$ cat config.mk
export PLATFORM = sky130hd
export DESIGN_NAME = sram_ctrl_flat
export DESIGN_NICKNAME = d
export VERILOG_FILES = /design/src/rtl/sram_ctrl_pkg.sv /design/src/rtl/sram_ctrl_if.sv /design/src/rtl/sram_ctrl.sv /design/src/flat_wrapper.sv
export SDC_FILE = /design/constraint.sdc
export NUM_CORES = 1
export LEC_CHECK = 0
export ABC_CLOCK_PERIOD_IN_PS = 1850
export BUFFER_PORTS_ARGS = -buffer_cell sky130_fd_sc_hd__buf_4
export CORE_UTILIZATION = 46
export CTS_BUF_LIST = sky130_fd_sc_hd__clkbuf_4
export DETAILED_ROUTE_END_ITERATION = 8
export PLACE_DENSITY_LB_ADDON = 0.3
export SYNTH_ARGS = -nofsm -noshare
export SYNTH_HDL_FRONTEND = slang
export SYNTH_SLANG_ARGS = --single-unit
$ cat constraint.sdc
create_clock -name CLK -period 1.85 [get_ports CLK]
set_clock_uncertainty 0.05 [all_clocks]
set_input_delay 0.2775 -clock CLK [delete_from_list [all_inputs] [get_ports CLK]]
set_output_delay 0.2775 -clock CLK [all_outputs]
set_load 0.1 [all_outputs]
$ cat src/rtl/sram_ctrl_pkg.sv
// Shared types and helpers for the SRAM controller.
// The byte-merge helper is only used when SRAM_CTRL_RMW_EN is defined.
package sram_ctrl_pkg;

    localparam int SRAM_AW = 16;
    localparam int SRAM_DW = 32;
    localparam int SRAM_BE = SRAM_DW / 8;

    typedef enum logic [2:0] {
        IDLE,
        WSETUP,
        WPULSE,
        RD,
        FIN
    } state_t;

    // Each set mask bit selects the matching byte of new_word; the other bytes come from old_word.
    function automatic logic [SRAM_DW-1:0] byte_merge(
        input logic [SRAM_DW-1:0] old_word,
        input logic [SRAM_DW-1:0] new_word,
        input logic [SRAM_BE-1:0] mask
    );
        logic [SRAM_DW-1:0] merged;
        merged = old_word;
        for (int i = 0; i < SRAM_BE; i++) begin
            if (mask[i]) merged[8*i +: 8] = new_word[8*i +: 8];
        end
        return merged;
    endfunction

endpackage

$ cat src/rtl/sram_ctrl_if.sv
// Core-side single-word request/completion bus of the SRAM controller.
// WMASK exists only when SRAM_CTRL_RMW_EN is defined.
interface sram_ctrl_if;
    import sram_ctrl_pkg::*;

    logic               REQ;
    logic               WR;
    logic [SRAM_AW-1:0] ADDR;
    logic [SRAM_DW-1:0] WDATA;
`ifdef SRAM_CTRL_RMW_EN
    logic [SRAM_BE-1:0] WMASK;
`endif
    logic               BUSY;
    logic               DONE;
    logic [SRAM_DW-1:0] RDATA;

    modport master (
`ifdef SRAM_CTRL_RMW_EN
        output WMASK,
`endif
        output REQ, WR, ADDR, WDATA,
        input  BUSY, DONE, RDATA
    );

    modport slave (
`ifdef SRAM_CTRL_RMW_EN
        input  WMASK,
`endif
        input  REQ, WR, ADDR, WDATA,
        output BUSY, DONE, RDATA
    );

endinterface

$ cat src/rtl/sram_ctrl.sv
// Sequences registered ADDR/N_WE/N_OE/data strobes for an asynchronous 64K x 32 SRAM.
// Define SRAM_CTRL_RMW_EN to add byte-masked writes done as read-modify-write.
module sram_ctrl
    import sram_ctrl_pkg::*;
#(
    parameter int WE_CYCLES = 2,
    parameter int RD_CYCLES = 2
) (
    input  logic               CLK,
    input  logic               N_RST,
    sram_ctrl_if.slave         bus,
    output logic [SRAM_AW-1:0] SRAM_ADDR,
    output logic               SRAM_N_WE,
    output logic               SRAM_N_OE,
    output logic [SRAM_DW-1:0] SRAM_DOUT,
    input  logic [SRAM_DW-1:0] SRAM_DIN
);

    localparam int MAX_CYCLES = (WE_CYCLES > RD_CYCLES) ? WE_CYCLES : RD_CYCLES;
    localparam int CNT_W      = $clog2(MAX_CYCLES + 1);
    localparam logic [CNT_W-1:0] WE_LOAD = CNT_W'(WE_CYCLES - 1);
    localparam logic [CNT_W-1:0] RD_LOAD = CNT_W'(RD_CYCLES - 1);

    state_t             state, state_next;
    logic [CNT_W-1:0]   cnt, cnt_next;
    logic               accept;
    logic               capture;
    logic [SRAM_DW-1:0] rdata_q;
`ifdef SRAM_CTRL_RMW_EN
    logic               rmw_q;
    logic [SRAM_BE-1:0] mask_q;
`endif

    always_comb begin
        // NOTE: every signal written here gets a default first, so no path can infer a latch.
        state_next = state;
        cnt_next   = cnt;
        accept     = 1'b0;
        capture    = 1'b0;
        case (state)
            IDLE: begin
                if (bus.REQ) begin
                    accept = 1'b1;
`ifdef SRAM_CTRL_RMW_EN
                    if (bus.WR && bus.WMASK == '0) begin
                        state_next = FIN;
                    end else if (bus.WR && bus.WMASK == '1) begin
                        state_next = WSETUP;
                    end else begin
                        state_next = RD;
                        cnt_next   = RD_LOAD;
                    end
`else
                    if (bus.WR) begin
                        state_next = WSETUP;
                    end else begin
                        state_next = RD;
                        cnt_next   = RD_LOAD;
                    end
`endif
                end
            end
            WSETUP: begin
                state_next = WPULSE;
                cnt_next   = WE_LOAD;
            end
            WPULSE: begin
                if (cnt == '0) state_next = FIN;
                else           cnt_next   = cnt - CNT_W'(1);
            end
            RD: begin
                if (cnt == '0) begin
                    capture = 1'b1;
`ifdef SRAM_CTRL_RMW_EN
                    state_next = rmw_q ? WSETUP : FIN;
`else
                    state_next = FIN;
`endif
                end else begin
                    cnt_next = cnt - CNT_W'(1);
                end
            end
            FIN:     state_next = IDLE;
            default: state_next = IDLE;
        endcase
    end

    // Strobes are registered from the next state, so they change cleanly on the clock edge.
    always_ff @(posedge CLK) begin
        // NOTE: non-blocking assignments keep every register updating from pre-edge values.
        if (N_RST) begin
            state     <= IDLE;
            cnt       <= '0;
            SRAM_ADDR <= '0;
            SRAM_DOUT <= '0;
            SRAM_N_WE <= 1'b1;
            SRAM_N_OE <= 1'b1;
            rdata_q   <= '0;
`ifdef SRAM_CTRL_RMW_EN
            rmw_q     <= 1'b0;
            mask_q    <= '0;
`endif
        end else begin
            state     <= state_next;
            cnt       <= cnt_next;
            SRAM_N_WE <= (state_next != WPULSE);
            SRAM_N_OE <= (state_next != RD);
            if (accept) begin
                SRAM_ADDR <= bus.ADDR;
                SRAM_DOUT <= bus.WDATA;
`ifdef SRAM_CTRL_RMW_EN
                rmw_q     <= bus.WR && (bus.WMASK != '0) && (bus.WMASK != '1);
                mask_q    <= bus.WMASK;
`endif
            end
            if (capture) begin
`ifdef SRAM_CTRL_RMW_EN
                // A masked write reuses the read phase; its result feeds the write, not RDATA.
                if (rmw_q) SRAM_DOUT <= byte_merge(SRAM_DIN, SRAM_DOUT, mask_q);
                else       rdata_q   <= SRAM_DIN;
`else
                rdata_q <= SRAM_DIN;
`endif
            end
        end
    end

    assign bus.BUSY  = (state != IDLE);
    assign bus.DONE  = (state == FIN);
    assign bus.RDATA = rdata_q;

endmodule

$ cat src/flat_wrapper.sv
// flat-port wrapper written by rule: the top's interface ports become plain ports
module sram_ctrl_flat import sram_ctrl_pkg::*;
#(
    parameter int WE_CYCLES = 2,
    parameter int RD_CYCLES = 2
)
  (CLK, N_RST, SRAM_ADDR, SRAM_N_WE, SRAM_N_OE, SRAM_DOUT, SRAM_DIN, bus_REQ, bus_WR, bus_ADDR, bus_WDATA, bus_BUSY, bus_DONE, bus_RDATA);
  sram_ctrl_if bus_i ();
  input  logic CLK;
  input  logic N_RST;
  output logic [SRAM_AW-1:0] SRAM_ADDR;
  output logic SRAM_N_WE;
  output logic SRAM_N_OE;
  output logic [SRAM_DW-1:0] SRAM_DOUT;
  input  logic [SRAM_DW-1:0] SRAM_DIN;
  input wire logic [$bits(bus_i.REQ)-1:0] bus_REQ;
  input wire logic [$bits(bus_i.WR)-1:0] bus_WR;
  input wire logic [$bits(bus_i.ADDR)-1:0] bus_ADDR;
  input wire logic [$bits(bus_i.WDATA)-1:0] bus_WDATA;
  output wire logic [$bits(bus_i.BUSY)-1:0] bus_BUSY;
  output wire logic [$bits(bus_i.DONE)-1:0] bus_DONE;
  output wire logic [$bits(bus_i.RDATA)-1:0] bus_RDATA;
  assign bus_i.REQ = bus_REQ;
  assign bus_i.WR = bus_WR;
  assign bus_i.ADDR = bus_ADDR;
  assign bus_i.WDATA = bus_WDATA;
  assign bus_BUSY = bus_i.BUSY;
  assign bus_DONE = bus_i.DONE;
  assign bus_RDATA = bus_i.RDATA;
  sram_ctrl #(.WE_CYCLES(WE_CYCLES), .RD_CYCLES(RD_CYCLES)) u_core (.CLK(CLK), .N_RST(N_RST), .bus(bus_i), .SRAM_ADDR(SRAM_ADDR), .SRAM_N_WE(SRAM_N_WE), .SRAM_N_OE(SRAM_N_OE), .SRAM_DOUT(SRAM_DOUT), .SRAM_DIN(SRAM_DIN));
endmodule
==> results.toml <==
[layout]
final_cells = 620
antenna_cells = 0
finish.utilization = 0.709
layout.nets = 624
syn_to_final_growth_pct = 47.5
fillers = 556
drive_gt1_frac = 0.355

[placed_design]
io_buffers = 167
dp.cells = 605
dp_hpwl_um = 5710
routabilityCongestion = 0.782
place_ws_ps = 203

[sta]
fin_crit_ps = 1790
fin_crit_sh = 0.968
finalMaxSlewViolations = 0
setup_ws_ps = 59.3
hold_viol_final = 0
fmax_mhz = 558
holdWs_ps = 61.5
rsz0062_at_grt = "false"
worstMarginPinSlew_ps = 521
finalSetupTns_ps = 0
setup_viol = 0
relSlewSlack = 0.653

[detailed_routing]
dr_total_vias = 3072
first_pass_iters = 6
route.detailed.drc = 24
wirelength_um = 7980
drtAntennaViolNets = 0
wl_per_cell_um = 12.9
drtIter0Drc = 133
via_per_inst = 4.95

[grt]
first_global_vias = 2833
grt_remaining_overflow = 0
grt_pass1_wl_um = 12900
grt_use_total = 0.227
grt_max_degree = 53
antenna_found_initial = 0

[floorplan]
die_h_um = 83.9
io_pins = 168
rows = 29
die_area_um2 = 7040
die_w_um = 83.9
start_util = 0.480
core-area_um2 = 6420

[clock_network]
path_clk_slew_ps = 130
cts_tree = "done"
ctsHoldBuffers = 0
cts_buffer_depth = 2
htreeDepth = 3
cts_root_buf = "clkbuf_4"
clock_sinks = 87
clock_latency_ps = 390
cts_buffers = 9

[yosys]
yosysWarnings = 0
ys_async_sr_fraction = 0
synth_top_area_frac = 0.564
ys_types = 27
synthTopCellsByCount = "161 x nand2_1, 87 x dfxtp_1, 83 x a21oi_1"
ys.flop_type = "dfxtp_1"
yosys-top-cells-area = "dfxtp_1 56%, nand2_1 20%, a21oi_1 13%"
syn_inst = 382
ys_seq_area_frac = 0.564
netlist_area_um2 = 3090
synth_top_area_cell = "dfxtp_1"
synth_most_common_cell = "nand2_1"
yosys_register_bits = 87
syn_avg_cell_area_um2 = 8.08
synth_edf_count = 0
synth_nets = 467

[setup_path]
worst_r2r_path_depth = 3
cp.required_ps = 1520
r2r-start = "u_core.state[0]"
crit_fanout = 11
cp-end-kind = "output port"
arrival_ps = 1460
setup.worst_path.start = "u_core.state[1]"
crit_type = "flip-flop to output port"
crit_path_start_kind = "flip-flop"

[job]
max_cap_viol_count = 0

[pwr]
powerDensity_nw_per_um2 = 1050
p_leak_nw = 2.01
worst_ir_drop_vdd_mv = 0.773

[min_path]
min_from = "bus_WDATA[8]"
min_path_type = "input port to flip-flop"
holdPathStages = 3

[outcome]
violations = "design-rule violations"
status = "finished, violations left"
## flip-flops by register name, summed over array words and instances, names as in the netlist
register          count
u_core.bus.RDATA     32
u_core.cnt            2
u_core.state          3
u_core.SRAM_N_WE      1
u_core.SRAM_DOUT     32
u_core.SRAM_N_OE      1
u_core.SRAM_ADDR     16
## critical path, cell delays in order, from the launching register on
cell	delay (ps)
dfxtp_1	340
buf_4	170
or3_4	390
buf_12	180
## what timing repair did
| action | CTS | global route |
|---|---|---|
| setup buffers | 0 | 0 |
| setup endpoints to repair | 1 | 2 |
| resized for setup | 1 | 5 |
## worst paths after layout
kind,endpoint,slack [ps]
worst min register to register,u_core.SRAM_ADDR[0],410
worst min-delay path,u_core.SRAM_DOUT[8],60
worst max register to register,u_core.SRAM_DOUT[1],180
worst max-delay path,bus_BUSY,60
## logic make-up after synthesis
group,after synthesis,share of synthesized area
DFF,87,0.564
AOI/OAI and AO/OA,87,0.144
and+or+nand+nor,177,0.238
adders and majority gates,1,0.00405
buffers and inverters,30,0.0487
## cell type report
class / instances / area (um2) / share of cell area
multi-input cells: 265 / 1210 / 0.266
clock buffers: 10 / 75.1 / 0.0165
repair buffers: 174 / 1350 / 0.296
flip-flops and latches: 87 / 1740 / 0.383
well taps: 77 / 96.3 / 0.0212
clock inverters: 5 / 73.8 / 0.0162
inverters: 2 / 7.51 / 0.00165
## metrics by stage
step | total power, W | area [um2]
6_report | 0.00478 | 4550
5_1_grt | 0.00498 | 4550
4_1_cts | 0.00479 | 4530
3_5_place_dp | 0.00367 | 4380
3_3_place_gp | 0.00364 | 4380
2_1_floorplan | 0.00327 | 3090
## layout by cell type, fill, tap and decap left out, drive strengths merged, types with 2 or more instances in the layout
| cell | count |
|---|---|
| clkinv | 3 |
| nor2 | 2 |
| buf | 174 |
| nand2 | 161 |
| inv | 2 |
| nand2b | 2 |
| dfxtp | 87 |
| a21oi | 83 |
| bufinv | 2 |
| clkbuf | 10 |
## per-layer routing
| layer | routed length, um | vias to the layer above | global-route usage |
|---|---|---|---|
| met1 | 3070 | 1392 | 0.250 |
| met5 | 0 | - | 0 |
| met4 | 174 | 0 | 0.107 |
| li1 | - | 1557 | - |
| met2 | 4230 | 107 | 0.411 |
| met3 | 501 | 16 | 0.0534 |
## power by group
| group | internal, W | total, W | switching, W | leakage, nW |
|---|---|---|---|---|
| Combinational | 0.000412 | 0.00158 | 0.00117 | 1.22 |
| Sequential | 0.00200 | 0.00206 | 0.0000668 | 0.709 |
| Clock | 0.000549 | 0.00113 | 0.000583 | 0.0837 |
(Power assumes the default switching activity.)
